`src/rtl/pipe_hazard_ctrl.sv`:
```
// Pipeline hazard controller: load-use and HI/LO-busy stalls, branch/jump flushes,
// the multi-cycle mult/div busy tracker and a saturating stall-cycle counter.
module pipe_hazard_ctrl #(
    parameter int MD_LAT = 8
) (
    input  logic        clk,
    input  logic        rst,
    input  logic [4:0]  id_rs,
    input  logic [4:0]  id_rt,
    input  logic        id_uses_rt,
    input  logic        id_md_use,
    input  logic        id_jump,
    input  logic        ex_MemRead,
    input  logic [4:0]  ex_rt,
    input  logic        ex_branch_taken,
    input  logic        ex_md_start,
    input  logic        perf_clr,
    output logic        pc_write,
    output logic        ifid_write,
    output logic        ifid_flush,
    output logic        idex_flush,
    output logic        md_busy,
    output logic        md_done,
    output logic [15:0] stall_count
);

    typedef enum logic {IDLE, BUSY} state_t;

    localparam logic [4:0] LAT5 = 5'(MD_LAT);

    state_t      state_q, state_d;
    logic [4:0]  md_cnt_q, md_cnt_d;
    logic        done_q, done_d;
    logic [15:0] stall_cnt_q, stall_cnt_d;

    logic        load_use;
    logic        md_stall;
    logic        stall;

    // Busy is masked during reset so the stall path never sees a stale BUSY state.
    assign md_busy     = (state_q == BUSY) && !rst;
    assign md_done     = done_q;
    assign stall_count = stall_cnt_q;

    assign load_use = ex_MemRead && (ex_rt != 5'd0) &&
                      ((ex_rt == id_rs) || (id_uses_rt && (ex_rt == id_rt)));
    assign md_stall = md_busy && id_md_use;
    assign stall    = load_use || md_stall;

    always_comb begin
        pc_write   = 1'b1;
        ifid_write = 1'b1;
        ifid_flush = 1'b0;
        idex_flush = 1'b0;
        if (rst) begin
            pc_write   = 1'b0;
            ifid_write = 1'b0;
            ifid_flush = 1'b1;
            idex_flush = 1'b1;
        end else if (ex_branch_taken) begin
            ifid_flush = 1'b1;
            idex_flush = 1'b1;
        end else if (stall) begin
            pc_write   = 1'b0;
            ifid_write = 1'b0;
            idex_flush = 1'b1;
        end else if (id_jump) begin
            ifid_flush = 1'b1;
        end
    end

    always_comb begin
        state_d  = state_q;
        md_cnt_d = md_cnt_q;
        done_d   = 1'b0;
        case (state_q)
            IDLE: begin
                if (ex_md_start) begin
                    state_d  = BUSY;
                    md_cnt_d = LAT5;
                end
            end
            BUSY: begin
                // A new start while busy is deliberately dropped; the counter is not reloaded.
                if (md_cnt_q == 5'd1) begin
                    state_d  = IDLE;
                    md_cnt_d = 5'd0;
                    done_d   = 1'b1;
                end else begin
                    md_cnt_d = md_cnt_q - 5'd1;
                end
            end
            default: begin
                state_d  = IDLE;
                md_cnt_d = 5'd0;
            end
        endcase
    end

    always_comb begin
        stall_cnt_d = stall_cnt_q;
        if (perf_clr) begin
            stall_cnt_d = 16'd0;
        end else if (stall && !ex_branch_taken && (stall_cnt_q != 16'hFFFF)) begin
            stall_cnt_d = stall_cnt_q + 16'd1;
        end
    end

    always_ff @(posedge clk) begin
        if (rst) begin
            state_q     <= IDLE;
            md_cnt_q    <= 5'd0;
            done_q      <= 1'b0;
            stall_cnt_q <= 16'd0;
        end else begin
            state_q     <= state_d;
            md_cnt_q    <= md_cnt_d;
            done_q      <= done_d;
            stall_cnt_q <= stall_cnt_d;
        end
    end

endmodule

```
`config.mk`:
```
export PLATFORM = sky130hd
export DESIGN_NAME = pipe_hazard_ctrl
export DESIGN_NICKNAME = d
export VERILOG_FILES = /design/src/rtl/pipe_hazard_ctrl.sv
export SDC_FILE = /design/constraint.sdc
export NUM_CORES = 1
export LEC_CHECK = 0
export BUFFER_PORTS_ARGS = -buffer_cell sky130_fd_sc_hd__buf_2
export CAP_MARGIN = 20
export CORE_UTILIZATION = 49
export CTS_BUF_LIST = sky130_fd_sc_hd__clkbuf_8 sky130_fd_sc_hd__clkbuf_16
export DETAILED_ROUTE_END_ITERATION = 8
export PLACE_DENSITY = 0.87
export SLEW_MARGIN = 30
export SYNTH_ARGS = -nofsm -noshare
export SYNTH_HDL_FRONTEND = slang
export SYNTH_SLANG_ARGS = --single-unit
```
`constraint.sdc`:
```
create_clock -name clk -period 2.8 [get_ports clk]
set_input_delay 0.14 -clock clk [delete_from_list [all_inputs] [get_ports clk]]
set_output_delay 0.14 -clock clk [all_outputs]
set_load 0.02 [all_outputs]
```
# [Yosys cells after proc, flatten, opt, wreduce, memory -nomap -nowiden]
# Index checks and enable logic that the tools add are counted.
[totals] regBits=23 in_bits=24 output_inout_bits=22 wordCells=43
[classes] n_addsub=2 n_eq_ne=5 muxes=17 n_bitwise=1 reduce_logical=14
[op_table] op="16-bit by 1-bit adder with 16-bit output, second input constant" n=1
[op_table] op="16-bit != test, second input constant" n=1
[op_table] op="1-bit 2-to-1 mux" n=13
[op_table] op="5-bit == test" n=2
[op_table] op="5-bit 2-to-1 mux" n=2
[op_table] op="5-bit case mux with 2 select lines" n=1
[op_table] op="1-bit logical AND" n=7
[op_table] op="5-bit by 1-bit == test with 1-bit output, second input constant" n=1
[op_table] op="5-bit nonzero test" n=1
[op_table] op="5-bit by 1-bit subtractor with 5-bit output, second input constant" n=1
[op_table] op="2-bit OR reduction" n=2
[op_table] op="1-bit logical NOT" n=2
[op_table] op="1-bit logical OR" n=2
[op_table] op="2-bit != test, second input constant" n=1
[op_table] op="1-bit case mux with 2 select lines" n=1
[op_table] op="1-bit NOT" n=1

# [Logic depth before layout (Yosys ltp)]
[depth] ltp_word=8 ltp_mapped=9

# [Worst setup path before layout]
# Ideal clock, no wire load.
[synth_path] kind="flip-flop to flip-flop" from="reg stall_cnt_q[0], in the netlist stall_count[0]" to="reg stall_cnt_q[11], in the netlist stall_count[11]" setup_ns=0.070 arrival_time_ns=2.079 t_required_ns=2.730 slack_ns=0.651 path_stages_with_launch=8 period_less_slack_ns=2.149 cell_sequence="dfxtp_1 > ha_1 > and4_1 > nor4bb_1 > nand2b_1 > or4_1 > or3_1 > a21oi_1"
[synth_via] elab_chain_cells=2 word_cells_on_any_way=3 cone_classes="add/sub (1); eq/ne (1); reduce/logical (1)"
[synth_lines] item="start, declared" line_no="34" text="logic [15:0] stall_cnt_q, stall_cnt_d;"
[synth_lines] item="start signal, assigned" line_no="119" text="stall_cnt_q <= stall_cnt_d;"
[synth_lines] item="parallel branches: the longest is 2 deep, another holds 16-bit by 1-bit adder with 16-bit output"
# Several ways; the timed one is not identified.
# A chain may end at the register's enable or synchronous reset.

# [Final worst setup path]
[layout_path] from="in ex_rt[1]" to="out ifid_write"
[layout_via] elab_chain_cells=8 word_cells_on_any_way=11 cone_classes="eq/ne (2); mux (3); reduce/logical (6)"
[layout_lines] item="start, declared" line_no="14" text="input logic [4:0] ex_rt,"
[layout_lines] item="5-bit == test" line_no="46" text="((ex_rt == id_rs) || (id_uses_rt && (ex_rt == id_rt)));"
[layout_lines] item="1-bit logical AND" line_no="46"
[layout_lines] item="1-bit logical OR" line_no="46"
[layout_lines] item="1-bit logical AND (*)" line_no="45" text="assign load_use = ex_MemRead && (ex_rt != 5'd0) &&"
[layout_lines] item="1-bit logical OR (*)" line_no="48" text="assign stall = load_use || md_stall;"
[layout_lines] item="1-bit 2-to-1 mux (*)" line_no="63" text="end else if (stall) begin"
[layout_lines] item="1-bit 2-to-1 mux (*)" line_no="60" text="end else if (ex_branch_taken) begin"
[layout_lines] item="1-bit 2-to-1 mux (*)" line_no="55" text="if (rst) begin"
[layout_lines] item="end, declared" line_no="19" text="output logic ifid_write,"
# Mark *: on every way between the ends. The rest lies on a longest branch, timed or not.

==> results.toml <==
[worst_setup_path]
crit_type = "in -> out"
r2r_cells = 7
cpPeakStageDelay_ns = 0.71
path_cells = "buf_2 -> or4_1 -> o21ai_0 -> o21a_1 -> nor2_1 -> nor2_1 -> buf_2"
rrSetupSlack_ns = 0.58
setup.worst_path.end_class = "output pin"
cp.required_ns = 2.66
crit_fanout = 31
reg2reg_to = "stall_count[11]"
crit_slowest_cell = "o21a_1"
critPathTopFamily = "compound AO/OA/AOI/OAI gates"
cp.arrival_ns = 2.09
cp_num_buf_inv = 2
reg2reg_from = "stall_count[0]"
startpoint_type = "primary input"

[die]
pin_count = 46
initial_core_util_pct = 53.4
core_sq_um = 2540
fp.dieH_um = 54.7
dieArea_sq_um = 2990
placementRows = 18
die_x_um = 54.7

[global_routing]
grt_pass1_wl_um = 4420
antenna_found_initial = 0
grt_max_degree = 32
grt_pass1_vias = 1055
overflow = 0
grt_use_total_pct = 20.1

[logic_synthesis]
synth_area_leader_cell = "dfxtp_1"
yosysWarnings = 0
synth_fp_nets = 198
ys_seq_area_share_pct = 33.9
netlist-cell-type-count = 37
synth_top_cell_area_share_pct = 33.9
synth_seq_cells = 23
synthArstFlopShare_pct = 0
syn_inst = 171
synth_flop_cell = "dfxtp_1"
yosys-top-cells-area = "dfxtp_1 (34%), a21oi_1 (6.6%), xor2_1 (5.8%), or3_1 (5.1%), or4_1 (5.0%)"
syn-cell-area_sq_um = 1360
synth_edf_count = 0
synth.avg_cell_area_sq_um = 7.95

[job]
maxCapViolations = 0

[outcome]
status = "finished, final reports clean"

[clock_tree]
holdBufCountCts = 0
h-tree-depth = 1
cts_resized = 0
clk_pin_slew_ns = 0.08
insertion_delay_ns = 0.26
cts_num_sinks = 23
cts.path.max_buffers = 2
cts_tree = "built"
cts_inserted_buffers = 3
post_cts_buffers = 0
cts-root-buf = "clkbuf_8"

[final_layout]
layout_common_cells = "buf_2 (45), dfxtp_1 (23), a21oi_1 (18)"
final_util_pct = 63.6
nets = 239
drive_gt1_share_pct = 23.7
num_antenna_cells = 0
regArea_sq_um = 460
synthToLayoutAreaGrowth_pct = 19.2
multi_input_comb_area_sq_um = 832
fillers = 234
fin_cells = 241
mostFrequentLayoutCell = "buf_2"

[power_and_ir_drop]
pwr-share-comb_pct = 15.8
seqPwrFrac_pct = 53.3
power_switching_mw = 0.168
p_leak_nw = 0.614
powerDensity_nw_per_um2 = 398
switching_share_pct = 26.1
p_clk_share_pct = 30.9
ir_drop_v = 0.000485
power.internal_mw = 0.476

[sta]
max_slew.worst_pin.slew_ns = 0.862
final_hold_viol_count = 0
worst_slew_margin_rel_pct = 41.7
fin_crit_ns = 2.23
fin_crit_sh_pct = 79.7
rsz0062_at_grt = "no"
fin_setup_tns_ns = 0
clock.fmax_mhz = 448
setup_viol = 0
slew_viol_final = 0
finClkSkew_ns = 0.00202

[placed_design]
place.port_buffers = 45
dp.cells = 237
place_congestion = 0.806
dpl.hpwl_um = 2200

[detailed_routing]
first_pass_iters = 4
drt-total-wl_um = 2950
route.detailed.drc = 0
viasPerCell = 5.78
vias = 1392
ant_nets = 0
drtIter0Drc = 24
post_drt_wl_per_cell_um = 12.2

[min_path]
worstHoldStart = "ex_md_start"
worstHoldPathType = "in -> reg"
whs_path_depth = 3
hold_path_end = "md_cnt_q[1]"
[flip-flops by register name, indices dropped and copies added, names as in the netlist]
| register | count |
|---|---|
| md_cnt_q | 5 |
| stall_count | 16 |
| state_q | 1 |
| md_done | 1 |
[logic make-up (layout without fill, tap and decap cells)]
group / Yosys count / in the layout / synth area share (%)
AND/OR/NAND/NOR: 79 / 79 / 33.1
multiplexers: 3 / 3 / 2.21
adder cells (fa/ha/maj): 3 / 3 / 2.76
flip-flops: 23 / 23 / 33.9
XOR/XNOR: 10 / 10 / 6.45
buffers and inverters: 14 / 54 / 4.88
AO/OA/AOI/OAI: 39 / 39 / 16.7
[synthesized netlist by cell type, types with 2 or more instances]
library cell   n
dfxtp_1       23
a21oi_1       18
nand2_1       15
nor2_1        13
or3_1         11
or4_1          9
xor2_1         9
o21ai_0        8
nand3_1        7
o31ai_1        7
clkbuf_1       5
inv_1          5
ha_1           3
mux2i_1        3
nand2b_1       3
nor3_1         3
nor4_1         3
and4_1         2
buf_2          2
nand4bb_1      2
nor2b_1        2
nor4b_1        2
or2_2          2
[cell type report]
class                           instances  area share [%]
Inverter                                5            1.16
Multi-Input combinational cell        134            51.4
Tap cell                               30            2.32
Clock buffer                            3            2.55
Sequential cell                        23            28.4
Clock inverter                          1           0.232
Timing Repair Buffer                   45            13.9
[stage by stage]
| stage | hold WS [ns] | setup slack [ns] | power (mW) | area [sq um] |
|---|---|---|---|---|
| global placement | 0.438 | 0.606 | 0.450 | 1570 |
| finish | 0.161 | 0.568 | 0.644 | 1620 |
| floorplan | 0.312 | 0.651 | 0.419 | 1360 |
| CTS | 0.163 | 0.577 | 0.648 | 1620 |
| detailed placement | 0.442 | 0.595 | 0.452 | 1570 |
| global route | 0.171 | 0.415 | 0.680 | 1620 |
[metal layers]
metal  routed length [um]  global-route usage (%)
met1                 1350                    24.2
met2                 1470                    36.1
met3                  132                    5.83
met4                    0                    1.28
met5                    0                       0
[worst max path at each step]
stage              startpoint              end  depth (start not counted)
6_report             ex_rt[1]       ifid_write                          7
5_1_grt              ex_rt[1]       ifid_write                          7
4_1_cts              ex_rt[1]       ifid_write                          7
3_5_place_dp         ex_rt[1]       ifid_write                          7
3_3_place_gp   stall_count[0]  stall_count[11]                          7
2_1_floorplan  stall_count[0]  stall_count[11]                          7
[power by group through the flow]
stage	Sequential, mW	Clock (mW)	Combinational [mW]
detailed placement	0.351	0	0.101
floorplan	0.348	0	0.0714
finish	0.344	0.199	0.102
CTS	0.343	0.203	0.102
global route	0.345	0.220	0.114
global placement	0.351	0	0.0990
[worst min-delay path: cells and delay by family]
family                 cells  cell delay, ns
buffers and inverters      1            0.10
AO/OA/AOI/OAI              1            0.11
AND/OR/NAND/NOR            1            0.03
Power figures use the tool's default switching activity.
